`src/rtl/branch_sequencer.sv`:
```
// Multi-cycle PC/IR/flag controller: fetch -> decode -> exec/branch.
// Resolves the conditional branch family and the bl link-register write.
module branch_sequencer #(
   parameter logic [31:0] RESET_PC      = 32'h0,
   parameter int unsigned FETCH_TIMEOUT = 255
) (
   input  logic        clk,
   input  logic        rst,
   output logic        imem_req,
   output logic [31:0] imem_addr,
   input  logic        imem_ack,
   input  logic [31:0] imem_rdata,
   output logic [31:0] ir,
   input  logic        dec_branch,
   input  logic        dec_branch_src,
   input  logic [4:0]  dec_fcode,
   input  logic        dec_halt,
   input  logic [31:0] label,
   input  logic [31:0] read_data1,
   input  logic        exec_done,
   input  logic        alu_flag_we,
   input  logic        alu_sign,
   input  logic        alu_zero,
   input  logic        alu_carry,
   output logic [31:0] pc,
   output logic        branch_taken,
   output logic        link_we,
   output logic [31:0] link_data,
   output logic [31:0] retire_cnt,
   output logic [2:0]  state,
   output logic        halted,
   output logic        fault
);

   localparam logic [2:0] S_FETCH  = 3'd0;
   localparam logic [2:0] S_DECODE = 3'd1;
   localparam logic [2:0] S_EXEC   = 3'd2;
   localparam logic [2:0] S_BRANCH = 3'd3;
   localparam logic [2:0] S_HALT   = 3'd4;

   localparam logic [31:0] TO_LAST = 32'(FETCH_TIMEOUT - 1);

   logic [2:0]  state_q, state_d;
   logic [31:0] pc_q, pc_d;
   logic [31:0] ir_q, ir_d;
   logic [31:0] ret_q, ret_d;
   logic [31:0] cnt_q, cnt_d;
   logic        fault_q, fault_d;
   logic        s_q, s_d;
   logic        z_q, z_d;
   logic        c_q, c_d;

   logic [31:0] pc_inc;
   logic [31:0] tgt;
   logic        take;

   assign pc_inc = pc_q + 32'd4;
   assign tgt    = dec_branch_src ? read_data1 : label;

   always_comb begin
      case (dec_fcode)
         5'd0:    take = 1'b1;
         5'd1:    take = c_q;
         5'd2:    take = ~c_q;
         5'd3:    take = z_q;
         5'd4:    take = s_q;
         5'd5:    take = ~z_q;
         5'd6:    take = 1'b1;
         default: take = 1'b0;
      endcase
   end

   always_comb begin
      state_d      = state_q;
      pc_d         = pc_q;
      ir_d         = ir_q;
      ret_d        = ret_q;
      cnt_d        = cnt_q;
      fault_d      = fault_q;
      s_d          = s_q;
      z_d          = z_q;
      c_d          = c_q;
      branch_taken = 1'b0;
      link_we      = 1'b0;
      case (state_q)
         S_FETCH: begin
            if (imem_ack) begin
               ir_d    = imem_rdata;
               cnt_d   = '0;
               state_d = S_DECODE;
            end else if (cnt_q >= TO_LAST) begin
               fault_d = 1'b1;
               state_d = S_HALT;
            end else begin
               cnt_d = cnt_q + 32'd1;
            end
         end
         S_DECODE: begin
            if (dec_halt)
               state_d = S_HALT;
            else if (dec_branch)
               state_d = S_BRANCH;
            else
               state_d = S_EXEC;
         end
         S_EXEC: begin
            if (exec_done) begin
               pc_d    = pc_inc;
               ret_d   = ret_q + 32'd1;
               state_d = S_FETCH;
               if (alu_flag_we) begin
                  s_d = alu_sign;
                  z_d = alu_zero;
                  c_d = alu_carry;
               end
            end
         end
         S_BRANCH: begin
            // A taken jump to a misaligned target halts without retiring
            if (take && (tgt[1:0] != 2'b00)) begin
               fault_d = 1'b1;
               state_d = S_HALT;
            end else begin
               pc_d         = take ? tgt : pc_inc;
               branch_taken = take;
               link_we      = (dec_fcode == 5'd6);
               ret_d        = ret_q + 32'd1;
               state_d      = S_FETCH;
            end
         end
         S_HALT: state_d = S_HALT;
         default: state_d = S_FETCH;
      endcase
   end

   always_ff @(posedge clk) begin
      if (rst) begin
         state_q <= S_FETCH;
         pc_q    <= RESET_PC;
         ir_q    <= '0;
         ret_q   <= '0;
         cnt_q   <= '0;
         fault_q <= 1'b0;
         s_q     <= 1'b0;
         z_q     <= 1'b0;
         c_q     <= 1'b0;
      end else begin
         state_q <= state_d;
         pc_q    <= pc_d;
         ir_q    <= ir_d;
         ret_q   <= ret_d;
         cnt_q   <= cnt_d;
         fault_q <= fault_d;
         s_q     <= s_d;
         z_q     <= z_d;
         c_q     <= c_d;
      end
   end

   assign imem_req   = (state_q == S_FETCH);
   assign imem_addr  = pc_q;
   assign ir         = ir_q;
   assign pc         = pc_q;
   assign link_data  = pc_inc;
   assign retire_cnt = ret_q;
   assign state      = state_q;
   assign halted     = (state_q == S_HALT);
   assign fault      = fault_q;

endmodule

```
`config.mk`:
```
export PLATFORM = sky130hd
export DESIGN_NAME = branch_sequencer
export DESIGN_NICKNAME = d
export VERILOG_FILES = /design/src/rtl/branch_sequencer.sv
export SDC_FILE = /design/constraint.sdc
export NUM_CORES = 1
export LEC_CHECK = 0
export CAP_MARGIN = 20
export CORE_ASPECT_RATIO = 0.5
export CORE_MARGIN = 2
export CORE_UTILIZATION = 25
export CTS_BUF_LIST = sky130_fd_sc_hd__clkbuf_16
export CTS_CLUSTER_SIZE = 14
export DETAILED_ROUTE_END_ITERATION = 8
export PLACE_DENSITY = 0.57
export SLEW_MARGIN = 20
export SYNTH_ARGS = -nofsm -noshare
export SYNTH_HDL_FRONTEND = slang
export SYNTH_SLANG_ARGS = --single-unit
```
`constraint.sdc`:
```
create_clock -name clk -period 2.8 [get_ports clk]
set_clock_uncertainty 0.15 [all_clocks]
set_input_delay 0.42 -clock clk [delete_from_list [all_inputs] [get_ports clk]]
set_output_delay 0.42 -clock clk [all_outputs]
set_load 0.05 [all_outputs]
```
# == After elaboration in Yosys (flattened, before gate mapping) ==
# Cells that the tools add are included.
# classes
muxes,26
n_reduce_logical,13
bitwise,2
n_eq_ne,17
add_sub_neg,3
n_lt_le_gt_ge,1
# op_table
cell,n
2-to-1 mux 32 bit,8
one-hot mux 32 bit (2 select lines),2
adder 32 x 1 -> 32 bit (second input constant),2
adder 32 x 3 -> 32 bit (second input constant),1
greater-or-equal comparator 32 x 8 -> 1 bit (second input constant),1
== test 5 x 3 -> 1 bit (second input constant),3
2-to-1 mux 3 bit,5
one-hot mux 3 bit (5 select lines),1
== test 5 x 2 -> 1 bit (second input constant),2
inequality test 2 bit (second input constant),5
2-to-1 mux 1 bit,8
== test 3 x 2 -> 1 bit (second input constant),2
one-hot mux 1 bit (6 select lines),1
AND reduction 2 bit,3
AND reduction 3 bit,2
nonzero test 2 bit,3
== test 5 x 1 -> 1 bit (second input constant),1
logical NOT 5 bit,1
AND reduction 4 bit,1
== test 3 x 1 -> 1 bit (second input constant),1
== test 3 bit (second input constant),1
logical NOT 3 bit,1
inequality test 3 x 1 -> 1 bit (second input constant),1
inequality test 2 x 1 -> 1 bit (second input constant),1
other kinds (4),5
# word_totals
wordCells,71
reg_bits,135

# == Longest topological paths before layout ==
# depth
depth_word,6
mapped_depth,9

# == Least setup slack after synthesis ==
# OpenSTA, ideal clock, no wires.
# synth_path
kind,register to output
start,reg pc_q[11] (netlist: imem_addr[11])
end,out link_data[25]
stages_incl_launch_ff,7
t_arrival_ps,2923
required_time_ps,2230
path_buffers,2
path_slack_ps,-693
path_cell_list,dfxtp_1 -> buf_4 -> nand4_1 -> or4_4 -> or3_1 -> buf_6 -> xnor2_1
# synth_via
elab_chain_cells,1
# synth_lines
element,line,source
"start, declared",44,"logic [31:0] pc_q, pc_d;"
"start signal, assigned",149,pc_q <= pc_d;
adder 32 x 3 -> 32 bit,57,assign pc_inc = pc_q + 32'd4;
"end, declared",28,"output logic [31:0] link_data,"
# Every way passes these cells.

# == Worst setup path after layout ==
# layout_path
start,reg pc_q[2] (netlist: imem_addr[2])
end,out link_data[31]
# Same word-level chain as after synthesis.

==> reports/results.ini <==
[run_status]
violations = negative setup slack
status = finished with violations

[power_and_ir_drop]
power_density_mw_per_mm2 = 426
irDropWorstVdd_mv = 0.425
power.leakage_nw = 4.42

[floorplan]
dieWidth_um = 240
chipHeight_um = 122
dieArea_mm2 = 0.0293
rows = 43
core_area_mm2 = 0.0275
ios = 280
start_util_pct = 25.3

[sta]
rsz0062_at_grt = yes
finalSetupTns_ps = -1520
finalHoldViolations = 0
fin_crit_ps = 3070
holdWs_ps = 285
tightest_slew_ps = 764
max_slew_margin_pct = 49.0
timing.fmax_mhz = 325
setup_viol = 16
period_share_pct = 110
drv_slew = 0
worst_slack_ps = -273

[cells_and_area]
n_fill_cell = 2711
n_antenna_cell = 0
area_growth_pct = 69.4
final_util_pct = 42.9
layout-drive-gt1-share_pct = 20.6
layout.nets = 1286
design_area_mm2 = 0.0118

[clocking]
clkTransAtPathRegs_ps = 60
cts.sinks = 135
numCtsBuffers = 17
htreeDepth = 4
cts.path.max_buffers = 2
hold_buffers = 0
cts_tree = built
worstSkewPairLatency_ps = 430
clock-root-buffer = clkbuf_16

[global_route]
grt_pass1_vias = 6788
antenna_found_initial = 0
globalRouteTotalUtil_pct = 16.9
grt_pass1_wl_um = 38400
gr-total-overflow = 0
grt_max_degree = 68

[min_path]
hp-start = rst
whs_endpoint = cnt_q[0]
whs_path_depth = 2
hp-class = in2reg

[synth]
ys_types = 62
synth_ff_type = dfxtp_1
netlist_area_mm2 = 0.00698
ys_warn_count = 0
yosys.area.top_type_share_pct = 38.7
netlist_top_cells_count = 135 x dfxtp_1, 113 x nand2_1, 85 x a21oi_1
async_reset_ff_share_pct = 0
synthMuxAreaShare_pct = 4.84
ys_seq_elements = 135
ys_seq_area_share_pct = 38.7
synth_simple_gate_area_share_pct = 24.4
avgSynthCellArea_um2 = 8.17
yosysMostFrequentCell = dfxtp_1
synthAdderAreaFrac_pct = 0.717
syn_inst = 854
synth_top_family_by_area = simple AND/OR/NAND/NOR gates
synth-xor-area-share_pct = 7.03
synth_compound_area_share_pct = 15.7
synthesis.nets = 970
synth_area_leaders = dfxtp_1 39%, a21oi_1 6.1%, nand2_1 6.1%, buf_4 4.1%, nor2_1 4.1%
synth-edff-count = 0
synth_top_cell_by_area = dfxtp_1

[placed_design]
place_ws_ps = -80.6
dp_hpwl_um = 19200
dpl_cell_area_mm2 = 0.0108
gp_congestion = 0.868
portBuffers = 279

[critical_path]
crit_type = reg2out
worstPathArrival_ps = 2500
critPathCaptureType = output port
r2r-start = imem_addr[2]
startpoint_type = flop
reg2reg_to = imem_addr[31]
r2r_setup_slack_ps = 240
crit_required_ps = 2230
r2r_cells = 9
path_max_fanout = 5

[routing]
via_per_inst = 4.74
totalWireLength_um = 25800
wl_per_cell_um = 16.5
ant_nets = 0
drtPass1Iterations = 5
drt_iter0_markers = 540
vias = 7409
drc = 0

[run]
cap_violations = 0

worst max-delay path by stage:
| stage | start | to | slack, ps | cells after the start |
|---|---|---|---|---|
| global route | imem_addr[2] | link_data[31] | -340 | 6 |
| floorplan | imem_addr[11] | link_data[31] | -100 | 7 |
| detailed placement | dec_fcode[0] | retire_cnt[22] | -80 | 8 |
| CTS | imem_addr[5] | link_data[31] | -260 | 6 |
| global placement | dec_fcode[1] | imem_addr[25] | -50 | 8 |
| finish | imem_addr[2] | link_data[31] | -270 | 6 |
registers in the layout, summed over array words and instances, names as in the netlist:
| register | flops |
|---|---|
| cnt_q | 32 |
| imem_addr | 32 |
| ir | 32 |
| retire_cnt | 32 |
| state | 3 |
| c_q | 1 |
| fault | 1 |
| s_q | 1 |
| z_q | 1 |
final cells by class:
cell class              count  area [um^2]  area share [%]
clock buffers              17          425            3.60
clock inverters            14          158            1.33
inverters                  24         90.1           0.762
multi-input cells         610         4080            34.6
flip-flops and latches    135         2730            23.1
well taps                 382          478            4.04
repair buffers            382         3850            32.6
through the flow:
stage	instances	total power, mW
floorplan	854	2.45
global placement	1514	2.81
detailed placement	1514	2.82
CTS	1554	5.09
global route	1564	5.23
finish	1564	5.03
routing by layer:
metal	share of wire [%]	GRT usage, %	routed length, um
met3	4.3	3.29	1100
met1	45	22.5	11600
met5	0	0	0
met2	49	27.9	12700
met4	1.7	5.24	450
cells in the final DEF, fill, tap and decap left out, types with 23 or more instances in the layout:
cell type,Yosys,layout
mux2i_1,27,27
buf_4,38,98
nor2_1,76,68
xnor2_1,31,23
inv_1,24,25
dfxtp_1,135,120
nand2_1,113,113
a21oi_1,85,85
clkdlybuf4s50_1,0,245
buf_12,0,25
nand4_1,23,23
what timing repair did:
action,in CTS,in global routing
setup endpoints to repair,21,20
resized for setup,47,13
pin swaps,13,13
buffers inserted,9,10
power by group:
part | leakage [nW] | switching, mW | internal, mW | total (mW)
clock | 0.282 | 0.866 | 1.38 | 2.25
sequential | 1.10 | 0.0349 | 1.97 | 2.00
combinational | 3.04 | 0.445 | 0.335 | 0.780
total | 4.42 | 1.35 | 3.68 | 5.03
worst max-delay path: stages (launching register included):
cell and delay (ps):
dfxtp_4 360, nand4_4 130, or4_4 540, or3_4 450
nor4_4 240, xnor2_2 180, buf_12 170
logic make-up (layout without fill, tap and decap cells):
| family | Yosys count | after routing |
|---|---|---|
| buffers and inverters | 109 | 437 |
| multiplexers | 33 | 33 |
| AO/OA/AOI/OAI | 174 | 174 |
| XOR/XNOR | 56 | 56 |
| flip-flops | 135 | 135 |
| adder cells (fa/ha/maj) | 4 | 4 |
| AND/OR/NAND/NOR | 343 | 343 |
Power figures use the tool's default switching activity.
